--- config.mk ---
export PLATFORM = sky130hd
export DESIGN_NAME = ula_arbiter
export DESIGN_NICKNAME = d
export VERILOG_FILES = /design/src/rtl/ula_pkg.sv /design/src/rtl/ula_core8.sv /design/src/rtl/ula_arbiter.sv
export SDC_FILE = /design/constraint.sdc
export NUM_CORES = 1
export LEC_CHECK = 0
export ABC_AREA = 1
export CELL_PAD_IN_SITES_DETAIL_PLACEMENT = 1
export CELL_PAD_IN_SITES_GLOBAL_PLACEMENT = 2
export CORE_ASPECT_RATIO = 0.8
export CORE_UTILIZATION = 25
export CTS_CLUSTER_SIZE = 30
export DETAILED_ROUTE_END_ITERATION = 6
export PLACE_DENSITY = 0.74
export RECOVER_POWER = 50
export SYNTH_ARGS = -nofsm -noshare
export SYNTH_HDL_FRONTEND = slang
export SYNTH_HIERARCHICAL = 1
export SYNTH_SLANG_ARGS = --single-unit
--- constraint.sdc ---
create_clock -name clk -period 2.3 [get_ports clk]
set_input_delay 0.575 -clock clk [delete_from_list [all_inputs] [get_ports clk]]
set_output_delay 0.575 -clock clk [all_outputs]
set_load 0.05 [all_outputs]
--- src/rtl/ula_pkg.sv ---
`default_nettype none
// ============================================================================
//  Module      : ula_pkg
//  Description : Shared definitions for the ULA arbiter slice: datapath width,
//                opcode encodings and arbiter FSM state encoding.
//  Revision    : 1.0  initial release
// ============================================================================
package ula_pkg;

    localparam int WIDTH = 8;
    localparam int OPW   = 3;

    localparam logic [OPW-1:0] OP_AND   = 3'b000;
    localparam logic [OPW-1:0] OP_OR    = 3'b001;
    localparam logic [OPW-1:0] OP_XOR   = 3'b010;
    localparam logic [OPW-1:0] OP_NOT   = 3'b011;
    localparam logic [OPW-1:0] OP_ADD   = 3'b100;
    localparam logic [OPW-1:0] OP_SUB   = 3'b101;
    localparam logic [OPW-1:0] OP_PASSA = 3'b110;
    localparam logic [OPW-1:0] OP_PASSB = 3'b111;

    typedef enum logic [1:0] {
        ST_IDLE = 2'd0,
        ST_EXEC = 2'd1,
        ST_RESP = 2'd2
    } state_t;

endpackage : ula_pkg
`default_nettype wire

--- src/rtl/ula_core8.sv ---
`default_nettype none
// ============================================================================
//  Module      : ula_core8
//  Description : Purely combinational 8-bit ALU datapath.
//                Logic ops AND/OR/XOR/NOT, ADD, SUB (A + ~B + 1), pass A/B.
//  Ports       : op_i     opcode
//                a_i,b_i  operands
//                result_o result (modulo 256)
//                carry_o  ADD carry-out / SUB no-borrow, 0 otherwise
//  Revision    : 1.0  initial release
// ============================================================================
module ula_core8
    import ula_pkg::*;
(
    input  logic [OPW-1:0]   op_i,
    input  logic [WIDTH-1:0] a_i,
    input  logic [WIDTH-1:0] b_i,
    output logic [WIDTH-1:0] result_o,
    output logic             carry_o
);

    // One shared adder serves both ADD and SUB: SUB inverts B and injects
    // a carry-in, so the carry-out reads directly as "no borrow" (A >= B).
    logic             sub_sel;
    logic [WIDTH-1:0] b_add;
    logic [WIDTH:0]   sum;

    always_comb begin
        sub_sel = (op_i == OP_SUB);
        b_add   = sub_sel ? ~b_i : b_i;
        sum     = {1'b0, a_i} + {1'b0, b_add} + {{WIDTH{1'b0}}, sub_sel};
    end

    always_comb begin
        result_o = '0;
        carry_o  = 1'b0;
        case (op_i)
            OP_AND:   result_o = a_i & b_i;
            OP_OR:    result_o = a_i | b_i;
            OP_XOR:   result_o = a_i ^ b_i;
            OP_NOT:   result_o = ~a_i;
            OP_ADD,
            OP_SUB: begin
                result_o = sum[WIDTH-1:0];
                carry_o  = sum[WIDTH];
            end
            OP_PASSA: result_o = a_i;
            OP_PASSB: result_o = b_i;
            default:  result_o = '0;
        endcase
    end

endmodule : ula_core8
`default_nettype wire

--- src/rtl/ula_arbiter.sv ---
`default_nettype none
// ============================================================================
//  Module      : ula_arbiter
//  Description : Two-port round-robin arbiter and sequencer for the shared
//                8-bit ALU. IDLE arbitrates and latches one request, EXEC
//                runs the datapath and registers result/flags, RESP holds the
//                tagged response until the consumer takes it.
//  Ports       : clk, rst_n                  clock, async active-low reset
//                reqN_valid/ready/op/a/b     requester N handshake + payload
//                rsp_valid/ready             response handshake
//                rsp_id/result/carry/zero    tagged response payload
//                busy                        FSM not in IDLE
//  Revision    : 1.0  initial release
// ============================================================================
module ula_arbiter
    import ula_pkg::*;
#(
    parameter int WIDTH = ula_pkg::WIDTH,
    parameter int OPW   = ula_pkg::OPW
) (
    input  logic             clk,
    input  logic             rst_n,

    input  logic             req0_valid,
    output logic             req0_ready,
    input  logic [OPW-1:0]   req0_op,
    input  logic [WIDTH-1:0] req0_a,
    input  logic [WIDTH-1:0] req0_b,

    input  logic             req1_valid,
    output logic             req1_ready,
    input  logic [OPW-1:0]   req1_op,
    input  logic [WIDTH-1:0] req1_a,
    input  logic [WIDTH-1:0] req1_b,

    output logic             rsp_valid,
    input  logic             rsp_ready,
    output logic             rsp_id,
    output logic [WIDTH-1:0] rsp_result,
    output logic             rsp_carry,
    output logic             rsp_zero,
    output logic             busy
);

    generate
        if (WIDTH != 8 || OPW != 3) begin : g_param_check
            $error("ula_arbiter supports only WIDTH=8, OPW=3");
        end
    endgenerate

    state_t           state_q,      state_d;
    logic             last_grant_q, last_grant_d;
    logic [OPW-1:0]   op_q,         op_d;
    logic [WIDTH-1:0] a_q,          a_d;
    logic [WIDTH-1:0] b_q,          b_d;
    logic             id_q,         id_d;
    logic [WIDTH-1:0] result_q,     result_d;
    logic             carry_q,      carry_d;
    logic             zero_q,       zero_d;
    logic             rsp_valid_q,  rsp_valid_d;
    logic             busy_q,       busy_d;

    logic             grant0;
    logic             grant1;
    logic [WIDTH-1:0] core_result;
    logic             core_carry;

    ula_core8 u_core (
        .op_i     (op_q),
        .a_i      (a_q),
        .b_i      (b_q),
        .result_o (core_result),
        .carry_o  (core_carry)
    );

    // Round-robin: a lone requester always wins; on a tie the one that was
    // not granted last time wins.
    always_comb begin
        grant0 = req0_valid && (!req1_valid ||  last_grant_q);
        grant1 = req1_valid && (!req0_valid || !last_grant_q);
    end

    always_comb begin
        state_d      = state_q;
        last_grant_d = last_grant_q;
        op_d         = op_q;
        a_d          = a_q;
        b_d          = b_q;
        id_d         = id_q;
        result_d     = result_q;
        carry_d      = carry_q;
        zero_d       = zero_q;
        req0_ready   = 1'b0;
        req1_ready   = 1'b0;

        case (state_q)
            ST_IDLE: begin
                req0_ready = grant0;
                req1_ready = grant1;
                // Grants are mutually exclusive and already include valid,
                // so a grant here is an accepted handshake.
                if (grant0) begin
                    op_d         = req0_op;
                    a_d          = req0_a;
                    b_d          = req0_b;
                    id_d         = 1'b0;
                    last_grant_d = 1'b0;
                    state_d      = ST_EXEC;
                end else if (grant1) begin
                    op_d         = req1_op;
                    a_d          = req1_a;
                    b_d          = req1_b;
                    id_d         = 1'b1;
                    last_grant_d = 1'b1;
                    state_d      = ST_EXEC;
                end
            end
            ST_EXEC: begin
                result_d = core_result;
                carry_d  = core_carry;
                zero_d   = (core_result == '0);
                state_d  = ST_RESP;
            end
            ST_RESP: begin
                if (rsp_ready) begin
                    state_d = ST_IDLE;
                end
            end
            default: state_d = ST_IDLE;
        endcase

        // Status outputs are registered from the next state so they line up
        // exactly with the state they describe.
        rsp_valid_d = (state_d == ST_RESP);
        busy_d      = (state_d != ST_IDLE);
    end

    always_ff @(posedge clk or negedge rst_n) begin
        if (!rst_n) begin
            state_q      <= ST_IDLE;
            last_grant_q <= 1'b1;
            op_q         <= '0;
            a_q          <= '0;
            b_q          <= '0;
            id_q         <= 1'b0;
            result_q     <= '0;
            carry_q      <= 1'b0;
            zero_q       <= 1'b0;
            rsp_valid_q  <= 1'b0;
            busy_q       <= 1'b0;
        end else begin
            state_q      <= state_d;
            last_grant_q <= last_grant_d;
            op_q         <= op_d;
            a_q          <= a_d;
            b_q          <= b_d;
            id_q         <= id_d;
            result_q     <= result_d;
            carry_q      <= carry_d;
            zero_q       <= zero_d;
            rsp_valid_q  <= rsp_valid_d;
            busy_q       <= busy_d;
        end
    end

    assign rsp_valid  = rsp_valid_q;
    assign rsp_id     = id_q;
    assign rsp_result = result_q;
    assign rsp_carry  = carry_q;
    assign rsp_zero   = zero_q;
    assign busy       = busy_q;

endmodule : ula_arbiter
`default_nettype wire
* Word-level counts from Yosys, hierarchy flattened *
Cells that the tools add are included.

storage, ports and cells
  flip-flop bits (word level) = 35
  word-level logic and storage cells = 59
  bits of input ports = 43

operators by class
  bitwise logic cells = 5
  add/sub/neg operators = 2
  reduce and logical (&&, ||, !) cells = 14
  equality and inequality tests = 10
  muxes and demuxes = 17

operator list
  kind                  count
  $pmux W8 S7           1
  $mux W8               5
  $not A8 Y8            2
  $eq A3 B3 Y1 const B  4
  $add A8 B8 Y9         1
  $add A9 B1 Y9         1
  $and A8 B8 Y8         1
  $logic_not A8 Y1      1
  $or A8 B8 Y8          1
  $xor A8 B8 Y8         1
  $eq A3 B2 Y1 const B  2
  $mux W2               3
  $mux W3               2
  $pmux W2 S3           1
  $mux W1               5
  $eq A2 B2 Y1 const B  2
  $reduce_bool A2 Y1    2
  $eq A3 B1 Y1 const B  1
  $logic_not A1 Y1      3
  $logic_not A3 Y1      1
  $eq A2 B1 Y1 const B  1
  $logic_and A1 B1 Y1   2
  $logic_not A2 Y1      1
  $logic_or A1 B1 Y1    2
  2 further kinds       2

* Depth between registers and ports, before layout *
Gate-level depths: netlist (run 1).

  depth in word-level cells = 7
  depth in mapped cells = 17
  gate-level depth less buffers = 16

* Hierarchy *
Netlist (run 1), hierarchy kept.

by module, submodules not included
  module       sequential area each (um^2)  cells an instance  times used  area an instance (um^2)
  ula_arbiter  877.1                        219                1           1681.6
  ula_core8    0.0                          173                1           1061.0

* Worst setup path before layout (run 1) *
OpenSTA, ideal clock, no wires.

  path type = register to register
  from = reg op_q[1]
  to = reg zero_q, in the netlist rsp_zero
  path slack = 0.026 ns
  stages on the path, launching flop included = 14
  setup time = 0.066 ns
  data arrival time = 2.208 ns
  clock period less this slack = 2.274 ns
  required time = 2.234 ns
  path through = dfrtp_1 -> inv_2 -> nand3_2 -> buf_6 -> xor2_1 -> fa_1 -> or2_2 -> a311oi_1 -> nand3b_1 -> inv_1 -> nand2_1 -> nor2_1 -> nand3_1 -> nand2_1

on the way
  word-level cells in the longest chain between the ends = 6
  elaborated cells on any way between the ends = 14
  classes of those cells = add/sub: 2; eq/ne: 7; mux: 2; reduce/logical: 3

ends and longest elaborated chain
  element                   RTL line                          source
  start, declared           ula_arbiter.sv:53                 logic [OPW-1:0] op_q, op_d;
  start signal, assigned    ula_arbiter.sv:154                op_q <= op_d;
  $eq A3 B3 Y1              ula_core8.sv:29, ula_core8.sv:37
  $mux W8                   ula_core8.sv:30                   b_add = sub_sel ? ~b_i : b_i;
  $add A8 B8 Y9             ula_core8.sv:31                   sum = {1'b0, a_i} + {1'b0, b_add} + {{WIDTH{1'b0}}, sub_sel};
  $add A9 B1 Y9             ula_core8.sv:31
  $pmux W8 S7 (*)           ula_core8.sv:37                   case (op_i)
  named net core_result[2]  ula_arbiter.sv:65                 logic [WIDTH-1:0] core_result;
  $logic_not A8 Y1 (*)      ula_arbiter.sv:121                zero_d = (core_result == '0);
  end signal, assigned      ula_arbiter.sv:160                zero_q <= zero_d;
  end, declared             ula_arbiter.sv:59                 logic zero_q, zero_d;

Mark *: on every way through the listed nets, which the timed path passes. The rest lies on a longest branch.
A chain may end at the register's enable or synchronous reset.

* Final worst setup path (run 1) *
Ends and elaborated chain as after synthesis.

==> results of run 1 <==
-- sequential cells by signal, indices dropped and copies added, names as in the netlist --
register      count
a_q               8
rsp_zero          1
busy              1
rsp_valid         1
rsp_carry         1
state_q           2
op_q              3
rsp_id            1
last_grant_q      1
rsp_result        8
b_q               8
-- per-layer routing --
layer | up-vias | track usage | share of wire | wire length (microns)
li1 | 1436 | - | - | -
met1 | 1342 | 0.234 | 0.52 | 4590
met2 | 74 | 0.270 | 0.43 | 3740
met3 | 4 | 0.0311 | 0.048 | 419
met4 | 0 | 0.0190 | 0.0033 | 29
met5 | - | 0 | 0 | 0
-- power by group through the flow --
stage	Sequential [mW]	Combinational, mW	Clock, mW
floorplan	1.49	2.15	0
detailed placement	1.17	3.70	0
CTS	1.17	3.79	0.673
global route	1.21	4.57	0.700
global placement	1.15	3.64	0
finish	1.17	4.09	0.652
-- through the flow --
step | instance area, sq um | hold WS [ns]
2_1_floorplan | 2740 | 0.279
3_3_place_gp | 3570 | 0.454
3_5_place_dp | 3570 | 0.462
4_1_cts | 3740 | 0.435
5_1_grt | 3880 | 0.508
6_report | 3880 | 0.434
-- kinds of logic (layout without fill, tap and decap cells) --
group,count (synthesis),in the layout
AO/OA/AOI/OAI,48,48
XOR/XNOR,7,7
adder cells (fa/ha/maj),24,24
buffers and inverters,58,139
flip-flops,35,35
AND/OR/NAND/NOR,220,220
-- repair_timing --
action / CTS / global route
setup endpoints to repair: 5 / 7
gates resized for setup: 8 / 19
buffers inserted: 0 / 6
gates cloned: 0 / 0
pin swaps: 0 / 14
-- cell type report --
cell class / count / share of cell area
flip-flops and latches: 35 / 0.226
clock buffers: 7 / 0.0342
well taps: 140 / 0.0451
multi-input cells: 299 / 0.445
inverters: 45 / 0.0435
clock inverters: 1 / 0.00129
repair buffers: 86 / 0.205
-- cell usage after synthesis (all sizes together) --
library cell and n:
nand4 2, buf 13, fa 1, a22oi 1, dfrtp 34, nor3 7
a21oi 14, or2 1, a311oi 1, nor2 17, a211oi 2, o21a 1
o21bai 1, dfstp 1, inv 45, a21boi 1, o22ai 6, xor2 7
nand2 128, ha 23, nand3b 3, o21ai 17, a31oi 4, nand3 62
-- path summary, 6_finish.rpt --
kind / startpoint / end / slack [ns]
setup / recovery: op_q[1]$_DFFE_PN0P_ / rsp_zero$_DFFE_PN0P_ / -0.0005
hold / removal: rst_n / rsp_result[1]$_DFFE_PN0P_ / 0.43
setup reg to reg: op_q[1]$_DFFE_PN0P_ / rsp_zero$_DFFE_PN0P_ / -0.0005
max in group asynchronous: rst_n / rsp_result[4]$_DFFE_PN0P_ / 1.30
min in group clk: rsp_result[4]$_DFFE_PN0P_ / rsp_result[4]$_DFFE_PN0P_ / 0.47
hold reg to reg: rsp_result[4]$_DFFE_PN0P_ / rsp_result[4]$_DFFE_PN0P_ / 0.47
-- worst max-delay path, stage by stage, from the launching register on --
cell	delay [ns]
dfrtp_1	0.38
inv_2	0.08
nand3_4	0.13
buf_6	0.17
xor2_2	0.14
ha_1	0.35
nand2_1	0.08
inv_1	0.05
nand4_1	0.10
nand3_1	0.09
nand2_1	0.09
nand3_2	0.10
a31oi_4	0.24
nor3_2	0.05
nand3_1	0.06
nand2_1	0.05
==> key figures, run 1 <==
Finish
  – Fraction of layout cells with a size suffix above 1: 0.152
  – Leading cell types in the layout, fill and taps excluded: nand2_1 (123), nand3_1 (58), clkdlybuf4s50_1 (54)
  – Sequential cell area: 877 sq um
  – Core Util, Final: 0.372
  – Final cell count without fillers: 613
  – Fill count: 1310
  – Commonest non-fill, non-tap cell in the layout: nand2_1
  – Fin nets: 539
  – Area Growth Syn to Fin: 41.5%
  – Inserted Diodes: 0
  – Multi-input gate area: 0.00173 sq mm

Clock tree
  – CTS tree: built
  – CTS Buf Count: 5
  – H-tree depth: 2
  – Clk buf depth: 2
  – Clk_lat worst skew: 0.27 ns
  – CTS root buf: clkbuf_16
  – Number of clock sinks: 35
  – Worst-path clk slew: 0.06 ns
  – Post-cts hold buffer count: 0

GRT
  – GRT Overall Usage: 0.166
  – Pin count of the biggest net entering global routing: 36
  – First-pass GRT wire length: 14900 microns
  – Grt ovf: 0
  – Vias in the first global route: 2935
  – Initial antenna violation count: 0

Logic synthesis
  – Area of the mapped netlist: 0.00274 sq mm
  – Compound-Gate Fraction of Synth Area: 0.100
  – Synth Net Count: 459
  – Seq/Total Area, Yosys: 0.320
  – Synth Area in Simple Gates: 0.349
  – Synth cell types: 32
  – Synth top area share: 0.310
  – FF+latch count, synth: 35
  – Largest family of logic cells by synthesized area: simple AND/OR/NAND/NOR gates
  – Syn Inst Count: 392
  – Mean Syn Cell Area: 7.00 sq um
  – Area leader, netlist: dfrtp_1
  – Proportion of synthesized area in mux cells: 0
  – Adder and majority gate portion of the synthesized area: 0.112
  – Synth area leaders: dfrtp_1 (31%), nand2_1 (17%), nand3_1 (11%), ha_1 (10%), inv_1 (5.6%)
  – Post-Synth XOR/XNOR Area: 0.0224
  – Yosys Warn Count: 6

Die
  – Starting density of the core: 0.263
  – Rows: 33
  – Die Span X: 119 microns
  – Io pins: 58
  – Die Ht: 95.7 microns
  – Core footprint: 0.0104 sq mm
  – Die area: 0.0114 sq mm

Detailed routing
  – Vias per cell: 4.66
  – # DRC: 0
  – Via count: 2856
  – TritonRoute pass-1 iters: 4
  – Total Wirelength: 8780 microns
  – Iter 0 DRT Violations: 121
  – WL/cell: 14.3 microns
  – Post-route ant nets: 0

Outcome
  – Outcome: finished with violations
  – Failing checks: setup timing

Power and ir drop
  – Flop pwr share: 0.197
  – Maximum VDD drop: 0.430 mV
  – Switching part of the total: 0.509
  – Pwr Density: 1520 mW/mm^2
  – Power share of the combinational group: 0.693
  – Cell Int Power: 2.90 mW
  – Clock power frac: 0.110
  – Pleak: 1.94 nW
  – NetSw: 3.01 mW
  – Post-route total power: 5.91 mW

Place
  – Placed cells: 599
  – GP Congestion: 0.847
  – Setup WS pre-CTS: -0.130 ns
  – Port Buffers: 57
  – Hpwl dp: 6850 microns

Timing
  – Final setup viols: 1
  – Maximum clock frequency: 435 MHz
  – Fin Setup TNS: -0.000509 ns
  – Tmin final: 2.30 ns
  – Relative slew margins: 0.385
  – RSZ-0062 raised after global routing: yes
  – Fin worst setup slack: -0.000509 ns
  – Final Hold Fails: 0
  – Slew Limit Fails: 0
  – Worst-Margin Slew: 0.923 ns
  – Clock Skews: 0.00532 ns
  – Period utilization: 1.00

Critical path
  – Critical Path RT: 2.46 ns
  – Kind of critical path: flip-flop to flip-flop
  – Worst-path fanout max: 6
  – R2r worst-path depth: 15
  – Crit path DAT: 2.46 ns
  – CP Launch Type: flip-flop
  – Crit end category: flip-flop

Worst hold path
  – Min-delay worst type: input pin to asynchronous set/reset pin

Run
  – Max Cap Viol: 0
No activity file was read; power rests on OpenSTA's default activity.
==> inputs of run 2 (changes only) <==
--- a/config.mk
+++ b/config.mk
@@ -18,3 +18,4 @@
 export SYNTH_HDL_FRONTEND = slang
 export SYNTH_HIERARCHICAL = 1
 export SYNTH_SLANG_ARGS = --single-unit
+export TNS_END_PERCENT = 50
==> key figures, run 2 (synthesis results as in run 1) <==
Outcome
  – Outcome: finished clean

GRT
  – Routing usage on met2: 0.270 (unchanged)
  – Initial antenna violation count: 0 (unchanged)
  – Met1 usage: 0.234 (unchanged)
  – Grt ovf: 0 (unchanged)
  – GRT Overall Usage: 0.166 (unchanged)
  – GRT Max-Usage Layer: met2
  – Vias in the first global route: 2935 (unchanged)
  – Met3 Track Usage GR: 0.0311 (unchanged)
  – Pin count of the biggest net entering global routing: 36 (unchanged)
  – First-pass GRT wire length: 14900 microns (unchanged)

Clock tree
  – Clk buf depth: 2 (unchanged)
  – Worst-path clk slew: 0.05 ns (about the same)
  – Clk_lat worst skew: 0.27 ns (about the same)
  – CTS tree: built
  – Post-cts hold buffer count: 0 (unchanged)
  – CTS Buf Count: 5 (unchanged)
  – Number of clock sinks: 35 (unchanged)
  – CTS root buf: clkbuf_16
  – H-tree depth: 2 (unchanged)

Die
  – Core footprint: 0.0104 sq mm (unchanged)
  – Rows: 33 (unchanged)
  – Io pins: 58 (unchanged)
  – Die area: 0.0114 sq mm (unchanged)
  – Die Ht: 95.7 microns (unchanged)
  – Die Span X: 119 microns (unchanged)
  – Starting density of the core: 0.263 (unchanged)

Timing
  – Fin worst setup slack: 0.00212 ns (+0.00263 ns)
  – Tmin final: 2.30 ns (-0.00263 ns)
  – Maximum clock frequency: 435 MHz (+0.11%)
  – Final Hold Fails: 0 (unchanged)
  – Worst-Margin Slew: 0.935 ns (+0.0116 ns)
  – Period utilization: 0.999 (-0.00114)
  – Final setup viols: 0 (-1)
  – Final hold slack: 0.437 ns (+0.00296 ns)
  – Clock Skews: 0.00517 ns (-0.000146 ns)
  – RSZ-0062 raised after global routing: yes
  – Relative slew margins: 0.377 (-0.00772)
  – Slew Limit Fails: 0 (unchanged)

Power and ir drop
  – Switching part of the total: 0.510 (+0.000932)
  – Pwr Density: 1520 mW/mm^2 (-0.34%)
  – NetSw: 2.99 mW (-0.48%)
  – Pleak: 1.94 nW (-0.27%)
  – Flop pwr share: 0.198 (about the same)
  – Clock power frac: 0.111 (about the same)
  – Maximum VDD drop: 0.432 mV (+0.53%)
  – Power share of the combinational group: 0.691 (-0.002)
  – Cell Int Power: 2.88 mW (-0.85%)

Critical path
  – Reg2reg setup slack: 0.002 ns (about the same)
  – Worst-path fanout max: 4 (-2)
  – Setup crit start: req0_valid
  – Crit path DAT: 1.72 ns (-0.74 ns)
  – CP max stage cell: clkdlybuf4s50_1
  – Worst r2r dst: rsp_zero$_DFFE_PN0P_
  – Crit end category: primary output
  – RR Startpoint: op_q[1]$_DFFE_PN0P_
  – Slowest stage delay, CP: 0.50 ns (+0.12 ns)
  – Critical Path RT: 1.73 ns (-0.73 ns)
  – CP Launch Type: input pin
  – R2r worst-path depth: 15 (unchanged)
  – Kind of critical path: input pin to primary output
  – Delay-heaviest family, CP: buffers and inverters
  – Critical Path, Cell by Cell: clkdlybuf4s50_1 -> nand2_1 -> a21oi_1 -> buf_12
  – CP bufs+invs: 2 (-1)

Detailed routing
  – Total Wirelength: 8780 microns (about the same)
  – Iter 0 DRT Violations: 135 (+12%)
  – Via count: 2852 (-0.14%)
  – TritonRoute pass-1 iters: 4 (unchanged)
  – Post-route ant nets: 0 (unchanged)
  – WL/cell: 14.3 microns (+0.12%)
  – Vias per cell: 4.66 (about the same)
  – # DRC: 0 (unchanged)

Place
  – Setup WS pre-CTS: -0.130 ns (unchanged)
  – Port Buffers: 57 (unchanged)
  – GP Congestion: 0.847 (unchanged)
  – Hpwl dp: 6850 microns (unchanged)
  – Placed cell areas: 0.00357 sq mm (unchanged)

Run
  – Max Cap Viol: 0 (unchanged)

Worst hold path
  – Min-delay worst type: input pin to asynchronous set/reset pin

Finish
  – Fin nets: 538 (-0.19%)
  – Fill count: 1312 (+0.15%)
  – Fraction of layout cells with a size suffix above 1: 0.146 (-0.00603)
  – Area Growth Syn to Fin: 41.1%
  – Final instance area: 0.00387 sq mm (-0.32%)
  – Commonest non-fill, non-tap cell in the layout: nand2_1
  – Leading cell types in the layout, fill and taps excluded: nand2_1 (124), nand3_1 (58), clkdlybuf4s50_1 (54)
  – Inserted Diodes: 0 (unchanged)
==> run 2: power groups by stage <==
stage               logic, mW  clock network [mW]  registers (mW)
global placement         3.64                   0            1.15
global route             4.53               0.700            1.21
floorplan                2.15                   0            1.49
CTS                      3.79               0.673            1.17
finish                   4.06               0.652            1.16
detailed placement       3.70                   0            1.17
==> run 2: through the flow <==
stage / TNS [ns] / utilization / instances / total power [mW]
after floorplan: 0 / - / 392 / 3.64
after global placement: -0.0401 / 0.342 / 599 / 4.79
after detailed placement: -0.239 / 0.342 / 599 / 4.87
after CTS: 0 / 0.358 / 607 / 5.64
after global routing: -1.20 / 0.370 / 612 / 6.44
final: 0 / 0.370 / 612 / 5.87
==> run 2: per-layer routing <==
layer,routed length [microns],vias to the layer above,part of all wire
li1,-,1438,-
met1,4660,1338,0.53
met2,3740,72,0.43
met3,348,4,0.040
met4,29,0,0.0033
met5,0,-,0
==> run 2: final cells by class <==
| type | instances | area (sq um) | share of cell area |
|---|---|---|---|
| Sequential cell | 35 | 877 | 0.227 |
| Clock inverter | 1 | 5.00 | 0.00129 |
| Timing Repair Buffer | 85 | 787 | 0.203 |
| Multi-Input combinational cell | 299 | 1720 | 0.445 |
| Clock buffer | 7 | 133 | 0.0343 |
| Tap cell | 140 | 175 | 0.0453 |
| Inverter | 45 | 169 | 0.0437 |
==> run 2: worst max-delay path by stage <==
stage                                       to  cells after the start  slack (ns)
after floorplan           rsp_zero$_DFFE_PN0P_                     13        0.03
after global placement    rsp_zero$_DFFE_PN0P_                     15       -0.04
after detailed placement  rsp_zero$_DFFE_PN0P_                     15       -0.13
after CTS                 rsp_zero$_DFFE_PN0P_                     15      0.0008
after global routing      rsp_zero$_DFFE_PN0P_                     15       -0.17
final                               req0_ready                      4       0.002
==> run 2: what timing repair did <==
item,in CTS,in global routing
pin swaps,0,11
setup endpoints to repair,5,7
resized for setup,8,17
setup buffers,0,5
cloned,0,0
endpoints found under the hold margin,0,0
==> inputs of run 3 (changes only) <==
--- a/config.mk
+++ b/config.mk
@@ -10,7 +10,6 @@
 export CELL_PAD_IN_SITES_GLOBAL_PLACEMENT = 2
 export CORE_ASPECT_RATIO = 0.8
 export CORE_UTILIZATION = 25
-export CTS_CLUSTER_SIZE = 30
 export DETAILED_ROUTE_END_ITERATION = 6
 export PLACE_DENSITY = 0.74
 export RECOVER_POWER = 50
==> results of run 3 <==
No change in the layout: final DEF, timing and power equal those of run 2.
